===== src/rtl/c15xx_pkg.sv =====
// Shared defaults, step direction type and arbiter states for the 1541-family head controller.
package c15xx_pkg;

   localparam int unsigned HT_W_DEF         = 7;
   localparam int unsigned START_HTRACK_DEF = 36;
   localparam int unsigned MAX_HTRACK_DEF   = 80;

   typedef enum logic [1:0] {
      STEP_NONE,
      STEP_IN,
      STEP_OUT
   } step_e;

   typedef enum logic {
      ARB_IDLE,
      ARB_WAIT
   } arb_state_e;

   // Phase +1 (mod 4) is inward, -1 is outward; a difference of 0 or 2 means no step.
   function automatic step_e step_decode(input logic [1:0] prev, input logic [1:0] cur);
      logic [1:0] inc;
      logic [1:0] dec;
      inc = prev + 2'd1;
      dec = prev - 2'd1;
      if (cur == inc) begin
         return STEP_IN;
      end else if (cur == dec) begin
         return STEP_OUT;
      end
      return STEP_NONE;
   endfunction

endpackage


===== src/rtl/c15xx_head_pos.sv =====
// Per-drive head position: stepper decode with clamping, dirty/pending track tracking,
// settle counter and sticky overrun flag.
module c15xx_head_pos
   import c15xx_pkg::*;
#(
   parameter int unsigned MAX_HTRACK    = MAX_HTRACK_DEF,
   parameter int unsigned START_HTRACK  = START_HTRACK_DEF,
   parameter int unsigned SETTLE_CYCLES = 96000,
   parameter int unsigned HT_W          = HT_W_DEF
) (
   input  logic            clk_c1541,
   input  logic            reset,
   input  logic [1:0]      stp,
   input  logic            mtr,
   input  logic            act,
   input  logic            buff_we,
   input  logic            disk_change,
   input  logic            granted,
   input  logic            save_done,
   output logic [HT_W-1:0] half_track,
   output logic [HT_W-2:0] track,
   output logic            tr00_sense_n,
   output logic            track_ready,
   output logic            pending,
   output logic [HT_W-2:0] pend_track,
   output logic            overrun
);

   localparam int unsigned CNT_W = (SETTLE_CYCLES > 0) ? $clog2(SETTLE_CYCLES + 1) : 1;
   localparam logic [HT_W-1:0]  HT_MAX   = HT_W'(MAX_HTRACK);
   localparam logic [HT_W-1:0]  HT_START = HT_W'(START_HTRACK);
   localparam logic [HT_W-1:0]  HT_ONE   = HT_W'(1);
   localparam logic [CNT_W-1:0] CNT_LOAD = CNT_W'(SETTLE_CYCLES);
   localparam logic [CNT_W-1:0] CNT_ONE  = CNT_W'(1);

   logic [1:0]      stp_q;
   logic            act_q;
   logic [HT_W-1:0] ht_q, ht_d;
   logic [HT_W-2:0] trk_q;
   logic            tr00_n_q;
   logic [CNT_W-1:0] cnt_q, cnt_d;
   logic            dirty_q, dirty_d;
   logic            pend_q, pend_d;
   logic [HT_W-2:0] pend_trk_q, pend_trk_d;
   logic            ovr_q, ovr_d;

   step_e dir;
   logic  move;
   logic  act_fall;
   logic  ready;
   logic  capture;

   // Step decode, clamp, and dirty/pending/settle/overrun next state.
   always_comb begin
      dir      = mtr ? step_decode(stp_q, stp) : STEP_NONE;
      move     = 1'b0;
      ht_d     = ht_q;
      if (dir == STEP_IN && ht_q < HT_MAX) begin
         move = 1'b1;
         ht_d = ht_q + HT_ONE;
      end else if (dir == STEP_OUT && ht_q > HT_ONE) begin
         move = 1'b1;
         ht_d = ht_q - HT_ONE;
      end

      act_fall = act_q & ~act;
      ready    = (cnt_q == '0) & ~pend_q;

      // Same-cycle buff_we counts as dirty for the old track; the slot is only
      // refilled once the previous entry is free (or being acknowledged now).
      capture  = (move | act_fall) & (dirty_q | buff_we) & ~disk_change & (~pend_q | save_done);

      dirty_d = dirty_q;
      if (disk_change) begin
         dirty_d = 1'b0;
      end else if (capture) begin
         dirty_d = 1'b0;
      end else if (buff_we) begin
         dirty_d = 1'b1;
      end

      pend_d = pend_q;
      if (disk_change && !granted) begin
         pend_d = 1'b0;
      end else if (capture) begin
         pend_d = 1'b1;
      end else if (save_done) begin
         pend_d = 1'b0;
      end

      pend_trk_d = capture ? ht_q[HT_W-1:1] : pend_trk_q;

      cnt_d = cnt_q;
      if (move) begin
         cnt_d = CNT_LOAD;
      end else if (cnt_q != '0) begin
         cnt_d = cnt_q - CNT_ONE;
      end

      ovr_d = ovr_q | (buff_we & ~ready);
   end

   // State registers; track and tr00 lag half_track by one cycle.
   always_ff @(posedge clk_c1541) begin
      if (reset) begin
         stp_q      <= 2'd0;
         act_q      <= 1'b0;
         ht_q       <= HT_START;
         trk_q      <= HT_START[HT_W-1:1];
         tr00_n_q   <= 1'b1;
         cnt_q      <= '0;
         dirty_q    <= 1'b0;
         pend_q     <= 1'b0;
         pend_trk_q <= '0;
         ovr_q      <= 1'b0;
      end else begin
         stp_q      <= stp;
         act_q      <= act;
         ht_q       <= ht_d;
         trk_q      <= ht_q[HT_W-1:1];
         tr00_n_q   <= |ht_q[HT_W-1:1];
         cnt_q      <= cnt_d;
         dirty_q    <= dirty_d;
         pend_q     <= pend_d;
         pend_trk_q <= pend_trk_d;
         ovr_q      <= ovr_d;
      end
   end

   assign half_track   = ht_q;
   assign track        = trk_q;
   assign tr00_sense_n = tr00_n_q;
   assign track_ready  = ready;
   assign pending      = pend_q;
   assign pend_track   = pend_trk_q;
   assign overrun      = ovr_q;

endmodule


===== src/rtl/c15xx_head_ctrl.sv =====
// Multi-drive head positioner with a round-robin arbitrated track save channel.
module c15xx_head_ctrl
   import c15xx_pkg::*;
#(
   parameter int unsigned NUM_DRIVES    = 1,
   parameter int unsigned MAX_HTRACK    = MAX_HTRACK_DEF,
   parameter int unsigned START_HTRACK  = START_HTRACK_DEF,
   parameter int unsigned SETTLE_CYCLES = 96000,
   parameter int unsigned HT_W          = HT_W_DEF
) (
   input  logic                         clk_c1541,
   input  logic                         reset,
   input  logic [2*NUM_DRIVES-1:0]      stp,
   input  logic [NUM_DRIVES-1:0]        mtr,
   input  logic [NUM_DRIVES-1:0]        act,
   input  logic [NUM_DRIVES-1:0]        buff_we,
   input  logic [NUM_DRIVES-1:0]        disk_change,
   output logic [HT_W*NUM_DRIVES-1:0]   half_track,
   output logic [(HT_W-1)*NUM_DRIVES-1:0] track,
   output logic [NUM_DRIVES-1:0]        tr00_sense_n,
   output logic [NUM_DRIVES-1:0]        track_ready,
   output logic                         save_req,
   output logic [1:0]                   save_drive,
   output logic [HT_W-2:0]              save_track,
   input  logic                         save_ack,
   output logic [NUM_DRIVES-1:0]        overrun
);

   logic [NUM_DRIVES-1:0] pending;
   logic [NUM_DRIVES-1:0] granted;
   logic [NUM_DRIVES-1:0] save_done;
   logic [HT_W-2:0]       pend_track [NUM_DRIVES];

   arb_state_e      state_q, state_d;
   logic [1:0]      last_q, last_d;
   logic            req_q, req_d;
   logic [1:0]      drv_q, drv_d;
   logic [HT_W-2:0] trk_q, trk_d;

   logic [NUM_DRIVES-1:0] eligible;
   logic                  found;
   logic [1:0]            pick;
   logic [HT_W-2:0]       pick_trk;

   for (genvar d = 0; d < NUM_DRIVES; d++) begin : g_drive
      assign granted[d]   = (state_q == ARB_WAIT) && (drv_q == 2'(d));
      assign save_done[d] = granted[d] & save_ack;

      c15xx_head_pos #(
         .MAX_HTRACK    (MAX_HTRACK),
         .START_HTRACK  (START_HTRACK),
         .SETTLE_CYCLES (SETTLE_CYCLES),
         .HT_W          (HT_W)
      ) u_head_pos (
         .clk_c1541    (clk_c1541),
         .reset        (reset),
         .stp          (stp[2*d +: 2]),
         .mtr          (mtr[d]),
         .act          (act[d]),
         .buff_we      (buff_we[d]),
         .disk_change  (disk_change[d]),
         .granted      (granted[d]),
         .save_done    (save_done[d]),
         .half_track   (half_track[HT_W*d +: HT_W]),
         .track        (track[(HT_W-1)*d +: (HT_W-1)]),
         .tr00_sense_n (tr00_sense_n[d]),
         .track_ready  (track_ready[d]),
         .pending      (pending[d]),
         .pend_track   (pend_track[d]),
         .overrun      (overrun[d])
      );
   end

   // Round-robin pick: lowest pending index above the last grant, else wrap to the lowest.
   // A drive whose image is being swapped this cycle is not eligible.
   always_comb begin
      eligible = pending & ~disk_change;
      found    = 1'b0;
      pick     = 2'd0;
      pick_trk = '0;
      for (int unsigned j = 0; j < NUM_DRIVES; j++) begin
         if (!found && eligible[j] && (j > 32'(last_q))) begin
            found    = 1'b1;
            pick     = 2'(j);
            pick_trk = pend_track[j];
         end
      end
      for (int unsigned j = 0; j < NUM_DRIVES; j++) begin
         if (!found && eligible[j] && (j <= 32'(last_q))) begin
            found    = 1'b1;
            pick     = 2'(j);
            pick_trk = pend_track[j];
         end
      end
   end

   // Arbiter next state: grant in idle, hold request fields until save_ack.
   always_comb begin
      state_d = state_q;
      last_d  = last_q;
      req_d   = req_q;
      drv_d   = drv_q;
      trk_d   = trk_q;
      case (state_q)
         ARB_IDLE: begin
            if (found) begin
               state_d = ARB_WAIT;
               req_d   = 1'b1;
               drv_d   = pick;
               trk_d   = pick_trk;
               last_d  = pick;
            end
         end
         ARB_WAIT: begin
            if (save_ack) begin
               state_d = ARB_IDLE;
               req_d   = 1'b0;
            end
         end
         default: begin
            state_d = ARB_IDLE;
            req_d   = 1'b0;
         end
      endcase
   end

   // Arbiter state register; reset abandons any outstanding request.
   always_ff @(posedge clk_c1541) begin
      if (reset) begin
         state_q <= ARB_IDLE;
         last_q  <= 2'(NUM_DRIVES - 1);
         req_q   <= 1'b0;
         drv_q   <= 2'd0;
         trk_q   <= '0;
      end else begin
         state_q <= state_d;
         last_q  <= last_d;
         req_q   <= req_d;
         drv_q   <= drv_d;
         trk_q   <= trk_d;
      end
   end

   assign save_req   = req_q;
   assign save_drive = drv_q;
   assign save_track = trk_q;

endmodule

===== config.mk =====
export PLATFORM = sky130hd
export DESIGN_NAME = c15xx_head_ctrl
export DESIGN_NICKNAME = d
export VERILOG_FILES = /design/src/rtl/c15xx_pkg.sv /design/src/rtl/c15xx_head_pos.sv /design/src/rtl/c15xx_head_ctrl.sv
export SDC_FILE = /design/constraint.sdc
export NUM_CORES = 1
export LEC_CHECK = 0
export CORE_UTILIZATION = 30
export CTS_CLUSTER_SIZE = 30
export DETAILED_ROUTE_END_ITERATION = 10
export GPL_TIMING_DRIVEN = 0
export PLACE_DENSITY = 0.51
export SYNTH_ARGS = -nofsm -noshare
export SYNTH_HDL_FRONTEND = slang
export SYNTH_HIERARCHICAL = 1
export SYNTH_SLANG_ARGS = --single-unit
export TNS_END_PERCENT = 5

===== constraint.sdc =====
create_clock -name clk_c1541 -period 5.5 [get_ports clk_c1541]
set_input_delay 0.825 -clock clk_c1541 [delete_from_list [all_inputs] [get_ports clk_c1541]]
set_output_delay 0.825 -clock clk_c1541 [all_outputs]
set_load 0.03 [all_outputs]

==> metrics <==
status=finished clean; post-layout min period=3.714 ns; period utilisation layout=0.6753; Wirelength per Cell=approximately 12 um; Setup violations, final=0; CTS tree=yes; Reg2Reg Depth=5; DRT Pass-1 Iters=4; Yosys cell types=50; Max-Cap Viols=0; Mean Syn Cell Area=~9.6 um2; die width=91.79 um; sw frac=0.3610; CP arrival=approximately 2.9 ns; HPWL after DPL=approximately 3.5 mm; Ant. Diodes=0; Mapped Area=2419 um2; clock skew=0.006734 ns; grt total ovfl=0; Tot GR Track Use=0.1267; Fillers=roughly 800; number of global-route vias before repair=1840; Logic pwr share=0.342; RSZ-0062 raised after global routing=false; Int Power=681.5 uW; sequential share of power=0.454; Seq/Total Area, Yosys=0.4221; antenna viol nets, final=0; share of cells above drive strength 1=0.1096; EDFF count, synth=0; largest net degree at the start of global routing=16; # DRC=0; Pwr per Cell Area=about 360 nW/um2; CTS Root Cell=clkbuf_8; Slew HR=0.4282; RR Startpoint=g_drive[0].u_head_pos/cnt_q[4]; via count=1845; Worst R2R Setup Slack=about 3.2 ns; Fmax achieved=269.3 MHz; PostCTS Resize Cnt=0; Sink Count=around 50; Setup crit start=g_drive[0].u_head_pos/cnt_q[4]; hold_buf cts=0; Startpoint Class=flop; Post-CTS Setup Inserts=0; synthesis-stage register bit count=51; Worst Tran Pin Value=~0.85 ns; hold crit path type=reg -> reg; Total Wirelength=roughly 4.9 mm; Synth Warn #=6; Worst Setup EP=track_ready; final hold violation count=0; most used flip-flop cell after synthesis=dfxtp_1; total CTS buffers=5; Leak Pwr=0.001083 uW; DR iter-0 viols=43; Die Footprint=8425 um2; Starting Density=0.3114; reg2reg end=g_drive[0].u_head_pos/cnt_q[6]; Clock power frac=0.204; Area Overhead vs Synth=21.78%; setup TNS=0 ns; Via density=4.683; asr flop ratio synth=0; Final Max Tran Viols=0; NumNets Final=305; CTS H-tree lvls=2; Site Rows=32; dpl cells=between 300 and 400; Post-Syn Instances=252; CP max FO=10; data required time of the critical path=4.68 ns; port bufs=31; later-pin clock latency in the skew report=0.30 ns; crit path kind=reg -> out; Crit. End Element=output port; Chip Height=between 90 and 100 um; Peak VDD IR=0.1320 mV; Placeable Area=7767 um2; sw power=384.9 uW; final non-filler cell total=between 300 and 400; Final Wtd Congestion=about 0.75; IO Count=34; first-pass GRT wire length=8.638 mm; initial antenna violation count=0; Worst-path clk slew=0.10 ns; clock buffer depth=2
cell usage after synthesis (2+ instances only):
cell type / count / area share
a21oi_1: 20 / 0.041
and3_1: 2 / 0.0052
buf_4: 3 / 0.0093
buf_6: 3 / 0.014
clkbuf_1: 5 / 0.0078
dfxtp_1: 51 / 0.42
ha_1: 5 / 0.026
inv_1: 9 / 0.014
mux2_4: 3 / 0.019
mux2i_1: 12 / 0.050
nand2_1: 8 / 0.012
nand2b_1: 22 / 0.057
nand3_1: 6 / 0.012
nand3b_1: 2 / 0.0062
nand4_1: 4 / 0.010
nor2_1: 16 / 0.025
nor2b_1: 9 / 0.023
nor3_1: 9 / 0.019
nor4_1: 6 / 0.016
nor4b_1: 3 / 0.011
o21ai_0: 3 / 0.0062
o32ai_1: 2 / 0.0072
or2_2: 3 / 0.0078
or3_1: 4 / 0.010
or4_1: 3 / 0.0093
xnor2_1: 9 / 0.033
xor2_1: 7 / 0.025
critical path: stages, from the launching register on:
cell	delay, ns
dfxtp_1	0.36
nor4_1	0.76
nand4_1	0.55
nor2_1	0.22
clkdlybuf4s50_1	0.69
cells in the final DEF (no fill, tap or decap), types with 9 or more instances in the layout:
cell type / Yosys / final
a21oi_1: 20 / 20
clkdlybuf4s50_1: 0 / 31
dfxtp_1: 51 / 51
inv_1: 9 / 9
mux2i_1: 12 / 12
nand2b_1: 22 / 22
nor2_1: 16 / 16
nor2b_1: 9 / 9
nor3_1: 9 / 9
xnor2_1: 9 / 9
final cells by class:
type | count | area, um2 | share of cell area
multi-input cells | 181 | 1289 | 0.4376
flip-flops and latches | 51 | 1021 | 0.3466
repair buffers | 31 | 310.3 | 0.1054
well taps | 102 | 127.6 | 0.04333
plain buffers | 12 | 78.83 | 0.02676
clock buffers | 6 | 72.57 | 0.02464
inverters | 9 | 33.78 | 0.01147
clock inverters | 2 | 12.51 | 0.004248
layer usage:
layer	part of all wire	global-route usage	up-vias
li1	-	-	943
met5	0	0	-
met2	0.44	0.1992	25
met3	0.030	0.02736	5
met4	0.012	0.04427	0
met1	0.51	0.1712	872
cell families after synthesis:
family                     count (synthesis)  synth area share
AOI/OAI and AO/OA                         33           0.08536
xor gates and xnor gates                  17           0.06777
adders and majority gates                  5           0.02587
buffers and inverters                     21           0.04656
DFF                                       51            0.4221
muxes                                     17           0.07760
other                                      1          0.001551
and+or+nand+nor                          107            0.2731
metrics by stage:
stage                     hold slack [ns]    util  setup slack (ns)  total power [uW]  instance area (um2)
final                              0.4492  0.3792             1.786              1066                 2945
after global routing               0.4912  0.3792             1.527              1148                 2945
after CTS                          0.4544  0.3792             1.695              1081                 2945
after detailed placement           0.4386  0.3682             2.054             858.0                 2860
after global placement             0.4392  0.3682             2.061             852.8                 2860
after floorplan                    0.4468       -             2.874             770.8                 2422
how the worst min path moves through the flow:
stage	endpoint	startpoint	depth (start not counted)	slack (ns)
floorplan	save_track[0]	g_drive[0].u_head_pos/pend_track[0]	2	0.45
CTS	g_drive[0].u_head_pos/overrun	g_drive[0].u_head_pos/overrun	2	0.45
global route	g_drive[0].u_head_pos/overrun	g_drive[0].u_head_pos/overrun	2	0.49
finish	g_drive[0].u_head_pos/overrun	g_drive[0].u_head_pos/overrun	2	0.45
global placement	g_drive[0].u_head_pos/overrun	g_drive[0].u_head_pos/overrun	2	0.44
detailed placement	g_drive[0].u_head_pos/overrun	g_drive[0].u_head_pos/overrun	2	0.44
registers in the layout, indices dropped and copies added (netlist names):
register and count:
save_req 1, g_drive.u_head_pos/pending 1, g_drive.u_head_pos/pend_track 6, state_q 1, g_drive.u_head_pos/cnt_q 17, save_track 6
g_drive.u_head_pos/act_q 1, g_drive.u_head_pos/overrun 1, g_drive.u_head_pos/half_track 7, g_drive.u_head_pos/stp_q 2, g_drive.u_head_pos/dirty_q 1, g_drive.u_head_pos/tr00_sense_n 1
g_drive.u_head_pos/track 6
power by group through the flow:
stage | clock network (uW) | logic (uW) | registers [uW]
detailed placement | 0 | 365 | 493
floorplan | 0 | 281 | 490
CTS | 228 | 369 | 485
global placement | 0 | 362 | 491
global route | 243 | 411 | 494
finish | 217 | 365 | 484
Power figures use the tool's default switching activity.
